**src/rtl/uart_msg_sender.sv**
```systemverilog
// Framed message transmitter for the pong board link: SOF, header, payload, XOR checksum
// on UART 8N1 (LSB first), gated by clear-to-send, with optional ack and retransmit.
module uart_msg_sender #(
    parameter int CLK_HZ        = 50000000,
    parameter int BAUD          = 115200,
    parameter int PAYLOAD_BYTES = 2,
    parameter int ACK_TIMEOUT   = 2000000,
    parameter int MAX_RETRIES   = 3
) (
    input  logic                       clock,
    input  logic                       reset,
    input  logic                       send_new_message,
    input  logic [3:0]                 msg_type,
    input  logic [3:0]                 msg_len,
    input  logic [8*PAYLOAD_BYTES-1:0] msg_payload,
    input  logic                       need_ack,
    input  logic                       ack_received,
    input  logic                       tx_allow,
    output logic                       ready,
    output logic                       message_sent,
    output logic                       ack_failed,
    output logic                       UART_TXD,
    output logic [2:0]                 o_dbg_state
);
    localparam int DIV     = (CLK_HZ + BAUD / 2) / BAUD;
    localparam int BAUD_W  = (DIV > 1) ? $clog2(DIV) : 1;
    localparam int ACK_W   = (ACK_TIMEOUT > 1) ? $clog2(ACK_TIMEOUT) : 1;
    localparam int RETRY_W = (MAX_RETRIES > 0) ? $clog2(MAX_RETRIES + 1) : 1;
    localparam logic [7:0] SOF = 8'hA5;

    typedef enum logic [2:0] {
        S_IDLE     = 3'd0,
        S_WAIT_CTS = 3'd1,
        S_START    = 3'd2,
        S_DATA     = 3'd3,
        S_STOP     = 3'd4,
        S_WAIT_ACK = 3'd5,
        S_DONE     = 3'd6
    } state_t;

    state_t                     r_state;
    logic [3:0]                 r_type;
    logic [3:0]                 r_len;
    logic [8*PAYLOAD_BYTES-1:0] r_payload;
    logic                       r_need_ack;
    logic [7:0]                 r_cksum;
    logic [4:0]                 r_byte_idx;
    logic [2:0]                 r_bit_idx;
    logic [BAUD_W-1:0]          r_baud_cnt;
    logic [ACK_W-1:0]           r_ack_cnt;
    logic [RETRY_W-1:0]         r_retry;
    logic [7:0]                 r_shift;
    logic                       r_txd;
    logic                       r_ready;
    logic                       r_sent;
    logic                       r_fail;

    logic [3:0]                 w_len_clamped;
    logic [7:0]                 w_cksum_in;
    logic [4:0]                 w_next_idx;
    logic [7:0]                 w_cur_byte;
    logic [7:0]                 w_next_byte;
    logic                       w_baud_end;
    logic                       w_ack_end;
    logic                       w_last_byte;

    // Byte idx of the frame: 0 = SOF, 1 = header, 2..len+1 = payload (MSB first), then checksum.
    function automatic logic [7:0] frame_byte(
        input logic [4:0]                 idx,
        input logic [3:0]                 typ,
        input logic [3:0]                 len,
        input logic [8*PAYLOAD_BYTES-1:0] pay,
        input logic [7:0]                 ck
    );
        logic [7:0] b;
        b = ck;
        if (idx == 5'd0) begin
            b = SOF;
        end else if (idx == 5'd1) begin
            b = {typ, len};
        end else begin
            for (int i = 0; i < PAYLOAD_BYTES; i++) begin
                if (({1'b0, len} > 5'(i)) && (idx == 5'(i + 2))) begin
                    b = pay[8*(PAYLOAD_BYTES-1-i) +: 8];
                end
            end
        end
        return b;
    endfunction

    always_comb begin
        w_len_clamped = (msg_len > 4'(PAYLOAD_BYTES)) ? 4'(PAYLOAD_BYTES) : msg_len;
        w_cksum_in    = {msg_type, w_len_clamped};
        for (int i = 0; i < PAYLOAD_BYTES; i++) begin
            if (w_len_clamped > 4'(i)) begin
                w_cksum_in = w_cksum_in ^ msg_payload[8*(PAYLOAD_BYTES-1-i) +: 8];
            end
        end
    end

    assign w_next_idx  = r_byte_idx + 5'd1;
    assign w_cur_byte  = frame_byte(r_byte_idx, r_type, r_len, r_payload, r_cksum);
    assign w_next_byte = frame_byte(w_next_idx, r_type, r_len, r_payload, r_cksum);
    assign w_baud_end  = (r_baud_cnt == BAUD_W'(DIV - 1));
    assign w_ack_end   = (r_ack_cnt == ACK_W'(ACK_TIMEOUT - 1));
    assign w_last_byte = (r_byte_idx == ({1'b0, r_len} + 5'd2));

    always_ff @(posedge clock or negedge reset) begin
        if (!reset) begin
            r_state    <= S_IDLE;
            r_type     <= '0;
            r_len      <= '0;
            r_payload  <= '0;
            r_need_ack <= 1'b0;
            r_cksum    <= '0;
            r_byte_idx <= '0;
            r_bit_idx  <= '0;
            r_baud_cnt <= '0;
            r_ack_cnt  <= '0;
            r_retry    <= '0;
            r_shift    <= '0;
            r_txd      <= 1'b1;
            r_ready    <= 1'b1;
            r_sent     <= 1'b0;
            r_fail     <= 1'b0;
        end else begin
            r_sent <= 1'b0;
            r_fail <= 1'b0;
            case (r_state)
                S_IDLE: begin
                    if (send_new_message) begin
                        r_type     <= msg_type;
                        r_len      <= w_len_clamped;
                        r_payload  <= msg_payload;
                        r_need_ack <= need_ack;
                        r_cksum    <= w_cksum_in;
                        r_ready    <= 1'b0;
                        r_retry    <= '0;
                        r_byte_idx <= '0;
                        r_baud_cnt <= '0;
                        // Acceptance is a byte boundary, so clear-to-send is sampled here too.
                        if (tx_allow) begin
                            r_state <= S_START;
                            r_txd   <= 1'b0;
                            r_shift <= SOF;
                        end else begin
                            r_state <= S_WAIT_CTS;
                        end
                    end
                end
                S_WAIT_CTS: begin
                    if (tx_allow) begin
                        r_state    <= S_START;
                        r_txd      <= 1'b0;
                        r_shift    <= w_cur_byte;
                        r_baud_cnt <= '0;
                    end
                end
                S_START: begin
                    if (w_baud_end) begin
                        r_baud_cnt <= '0;
                        r_txd      <= r_shift[0];
                        r_shift    <= r_shift >> 1;
                        r_bit_idx  <= '0;
                        r_state    <= S_DATA;
                    end else begin
                        r_baud_cnt <= r_baud_cnt + 1'b1;
                    end
                end
                S_DATA: begin
                    if (w_baud_end) begin
                        r_baud_cnt <= '0;
                        if (r_bit_idx == 3'd7) begin
                            r_txd   <= 1'b1;
                            r_state <= S_STOP;
                        end else begin
                            r_txd     <= r_shift[0];
                            r_shift   <= r_shift >> 1;
                            r_bit_idx <= r_bit_idx + 3'd1;
                        end
                    end else begin
                        r_baud_cnt <= r_baud_cnt + 1'b1;
                    end
                end
                S_STOP: begin
                    if (w_baud_end) begin
                        r_baud_cnt <= '0;
                        if (w_last_byte) begin
                            if (r_need_ack) begin
                                r_ack_cnt <= '0;
                                r_state   <= S_WAIT_ACK;
                            end else begin
                                r_sent  <= 1'b1;
                                r_state <= S_DONE;
                            end
                        end else begin
                            r_byte_idx <= w_next_idx;
                            if (tx_allow) begin
                                r_state <= S_START;
                                r_txd   <= 1'b0;
                                r_shift <= w_next_byte;
                            end else begin
                                r_state <= S_WAIT_CTS;
                            end
                        end
                    end else begin
                        r_baud_cnt <= r_baud_cnt + 1'b1;
                    end
                end
                S_WAIT_ACK: begin
                    // Ack is checked first so that it wins over a coincident timeout.
                    if (ack_received) begin
                        r_sent  <= 1'b1;
                        r_state <= S_DONE;
                    end else if (w_ack_end) begin
                        if (r_retry == RETRY_W'(MAX_RETRIES)) begin
                            r_fail  <= 1'b1;
                            r_state <= S_DONE;
                        end else begin
                            r_retry    <= r_retry + 1'b1;
                            r_byte_idx <= '0;
                            r_baud_cnt <= '0;
                            if (tx_allow) begin
                                r_state <= S_START;
                                r_txd   <= 1'b0;
                                r_shift <= SOF;
                            end else begin
                                r_state <= S_WAIT_CTS;
                            end
                        end
                    end else begin
                        r_ack_cnt <= r_ack_cnt + 1'b1;
                    end
                end
                S_DONE: begin
                    r_ready <= 1'b1;
                    r_state <= S_IDLE;
                end
                default: begin
                    r_txd   <= 1'b1;
                    r_ready <= 1'b1;
                    r_state <= S_IDLE;
                end
            endcase
        end
    end

    assign ready        = r_ready;
    assign message_sent = r_sent;
    assign ack_failed   = r_fail;
    assign UART_TXD     = r_txd;
    assign o_dbg_state  = r_state;

endmodule

```
**config.mk**
```make
export PLATFORM = sky130hd
export DESIGN_NAME = uart_msg_sender
export DESIGN_NICKNAME = d
export VERILOG_FILES = /design/src/rtl/uart_msg_sender.sv
export SDC_FILE = /design/constraint.sdc
export NUM_CORES = 1
export LEC_CHECK = 0
export BUFFER_PORTS_ARGS = -buffer_cell sky130_fd_sc_hd__buf_4
export CAP_MARGIN = 20
export CELL_PAD_IN_SITES_DETAIL_PLACEMENT = 0
export CELL_PAD_IN_SITES_GLOBAL_PLACEMENT = 1
export CORE_AREA = 2 2 111 113
export CTS_CLUSTER_DIAMETER = 120
export CTS_CLUSTER_SIZE = 12
export DETAILED_ROUTE_END_ITERATION = 8
export DIE_AREA = 0 0 113 115
export GPL_TIMING_DRIVEN = 0
export PLACE_DENSITY = 0.76
export SYNTH_ARGS = -nofsm -noshare
export SYNTH_HDL_FRONTEND = slang
export SYNTH_SLANG_ARGS = --single-unit
```
**constraint.sdc**
```tcl
create_clock -name clock -period 3.5 [get_ports clock]
set_input_delay 0.35 -clock clock [delete_from_list [all_inputs] [get_ports clock]]
set_output_delay 0.35 -clock clock [all_outputs]
set_load 0.01 [all_outputs]
```
==> impl_metrics.yaml <==
clock_network:
  cts.sinks: 88
  cts_buffer_depth: 2
  cts.clk_slew.worst_paths_ns: 0.06
  clock_latency_ns: 0.35
  numCtsBuffers: 9
  htree_levels: 3
  clockRootBuffer: "clkbuf_16"
  cts_tree: "yes"
  post-cts-setup-buffers: 0
die:
  die_h_um: 115
  core_um2: 11810
  boundaryPins: 37
  start_util_pct: 45.02
  die_w_um: 113
  num_rows: 40
  die_area_um2: 13000
run_status:
  violations: "design-rule violations"
  outcome: "finished, violations left"
timing:
  worstMarginPinSlew_ns: 1.015
  fin_setup_tns_ns: 0
  grt_setup_unrepaired: "false"
  finalHoldViolCount: 0
  fin_skew_ns: 0.009402
  fmax_mhz: 324.5
  post-route-period-util_pct: 88.04
  finalCriticalPeriod_ns: 3.082
  max_slew_margin_pct: 31.45
  slew_viol_final: 0
  setup_viol: 0
synthesis:
  postSynthCellCount: 633
  synth_nets: 675
  synth_cell_types: 65
  avgSynthCellArea_um2: 8.401
  yosys_warnings: 0
  synth_top_flop_cell: "dfrtp_1"
  ys_seq_elements: 88
  yosysSeqAreaShare_pct: 41.46
  async_flop_share_pct: 100.0
  syn_area_um2: 5318
  synth_edf_count: 0
critical_path:
  r2r_cells: 9
  worstPathMaxFanout: 8
  rr_endpoint: "r_shift[6]"
  crit_arrival_ns: 3.34
  crit_required_ns: 3.76
  start_kind: "flip-flop"
  r2r_slack_ns: 0.42
  worstReg2RegStart: "r_byte_idx[0]"
  critPathCapture: "r_shift[6]"
  crit_type: "flip-flop to flip-flop"
  startpoint: "r_byte_idx[0]"
  endpoint_kind: "flip-flop"
place:
  gp_congestion: 0.9450
  dp.cells: 820
  portBuffers: 36
  dpl.hpwl_um: 10990
route:
  first_pass_iters: 8
  vias_per_cell: 5.915
  wl_per_cell_um: 18.06
  antenna_left: 0
  num_vias: 4945
  remaining_drc_errors: 2
  drt_wl_total_um: 15090
  drtIter0Drc: 404
pwr:
  cellLeakagePower_nw: 2.709
  p_total_mw: 4.271
  ir_drop_uv: 320.5
  power.density_nw_per_um2: 698.0
global_route:
  overflow: 0
  grt_pass1_wl_um: 24980
  grt_max_degree: 60
  first_global_vias: 4780
  antenna_found_initial: 0
  grt_usage_pct: 24.48
cells_and_area:
  final_net_count: 727
  final_layout_size_suffix_gt1_share_pct: 10.30
  final_cell_count_no_fill: 836
  mostFrequentLayoutCells: "nand2_1, dfrtp_1, o21ai_0, nor2_1, buf_4"
  area_delta_synth_final_pct: 15.06
  layout_commonest_cell: "nand2_1"
  diodes: 0
min_path:
  holdPathStages: 3
  hold_class: "primary input to flip-flop"
job:
  cap_violations: 0
==> area by class of cell <==
type                            count  area [um2]
Sequential cell                    88        2205
Clock inverter                      4       45.04
Buffer                             33       125.1
Multi-Input combinational cell    493        2923
Inverter                           19       71.32
Fill cell                        1138        5693
Tap cell                          147       183.9
Timing Repair Buffer               41       322.8
Clock buffer                       11       242.7
==> layer usage <==
layer | share of wire, % | up-vias | global-route usage (%) | wire (um)
met5 | 0 | - | 0 | 0
met2 | 47 | 172 | 39.48 | 7069
li1 | - | 2397 | - | -
met3 | 5.3 | 32 | 4.375 | 807
met1 | 45 | 2344 | 33.00 | 6841
met4 | 2.5 | 0 | 9.675 | 376
==> worst min path at each step <==
stage | from | endpoint | slack (ns)
after global routing | msg_type[1] | r_type[1] | 0.21
after detailed placement | reset | r_ack_cnt[13] | 0.31
final | msg_payload[0] | r_payload[0] | 0.20
after CTS | msg_payload[0] | r_payload[0] | 0.19
after floorplan | reset | ack_failed | 0.05
after global placement | r_baud_cnt[8] | r_baud_cnt[8] | 0.47
==> power by group <==
group          internal (mW)  total (mW)  switching, mW
combinational          0.624        1.74           1.11
clock                  0.565       0.967          0.402
sequential              1.31        1.56          0.254
==> logic make-up (layout without fill, tap and decap cells) <==
logic type / after synthesis / count (layout) / synth area share (%)
mux: 5 / 5 / 0.9412
compound gates: 176 / 176 / 22.21
buf+inv: 52 / 108 / 3.694
fa+ha+maj: 12 / 12 / 2.823
simple gates: 273 / 273 / 24.42
xor+xnor: 27 / 27 / 4.447
flops: 88 / 88 / 41.46
==> critical path, stage by stage (launching register included) <==
cell and delay [ns]:
dfrtp_1 0.50, inv_1 0.14, ha_1 0.22, clkbuf_1 0.22
or4_1 0.67, nor4_2 0.61, a222oi_1 0.23, o21ai_0 0.13
nor3_1 0.07, a32oi_1 0.21
==> sequential cells by signal (all words and copies together) (netlist names) <==
register	count
r_payload	16
message_sent	1
r_bit_idx	3
r_cksum	8
r_shift	8
r_byte_idx	5
UART_TXD	1
ready	1
r_retry	2
r_ack_cnt	21
r_baud_cnt	9
r_type	4
o_dbg_state	3
r_need_ack	1
r_len	4
ack_failed	1
==> Yosys cell counts, drive strengths merged, types with 3 or more instances <==
library cell	number	share of area, %
a221oi	3	0.49
o221a	5	1.1
mux2i	5	0.94
or3	5	0.59
a22oi	7	0.99
o31ai	8	1.1
o21ai	64	6.0
nand2	110	7.8
xor2	24	4.0
a211oi	5	0.71
o41ai	3	0.49
xnor2	3	0.49
o22ai	3	0.35
ha	12	2.8
and4	4	0.66
a222oi	4	0.75
buf	4	0.31
inv	19	1.3
a31oi	3	0.35
dfrtp	86	40
clkbuf	29	2.0
nor2b	8	0.94
nor4	3	0.35
and3	12	1.4
and2	7	0.82
o32a	4	0.75
o211ai	3	0.42
nand2b	8	0.94
a21oi	31	2.9
nand3	20	1.9
nand4	11	1.3
o2bb2ai	4	0.66
nor2	54	3.9
nor4b	3	0.49
nor3	16	1.5
nand3b	3	0.42
o221ai	5	0.82
==> per-stage QoR <==
stage	util [%]	hold WS [ns]	setup WS, ns	cell area (um2)
detailed placement	49.23	0.3111	0.2677	5814
floorplan	-	0.05441	1.037	5318
finish	51.80	0.2031	0.4184	6118
global route	51.80	0.2071	0.2244	6118
global placement	48.87	0.4653	0.2745	5772
CTS	51.75	0.1925	0.2218	6112
==> timing repair <==
item | CTS | global route
resized for setup | 0 | 1
hold buffers | 1 | 0
setup endpoints to repair | 0 | 2
endpoints found under the hold margin | 29 | 0
Power figures use the tool's default switching activity.
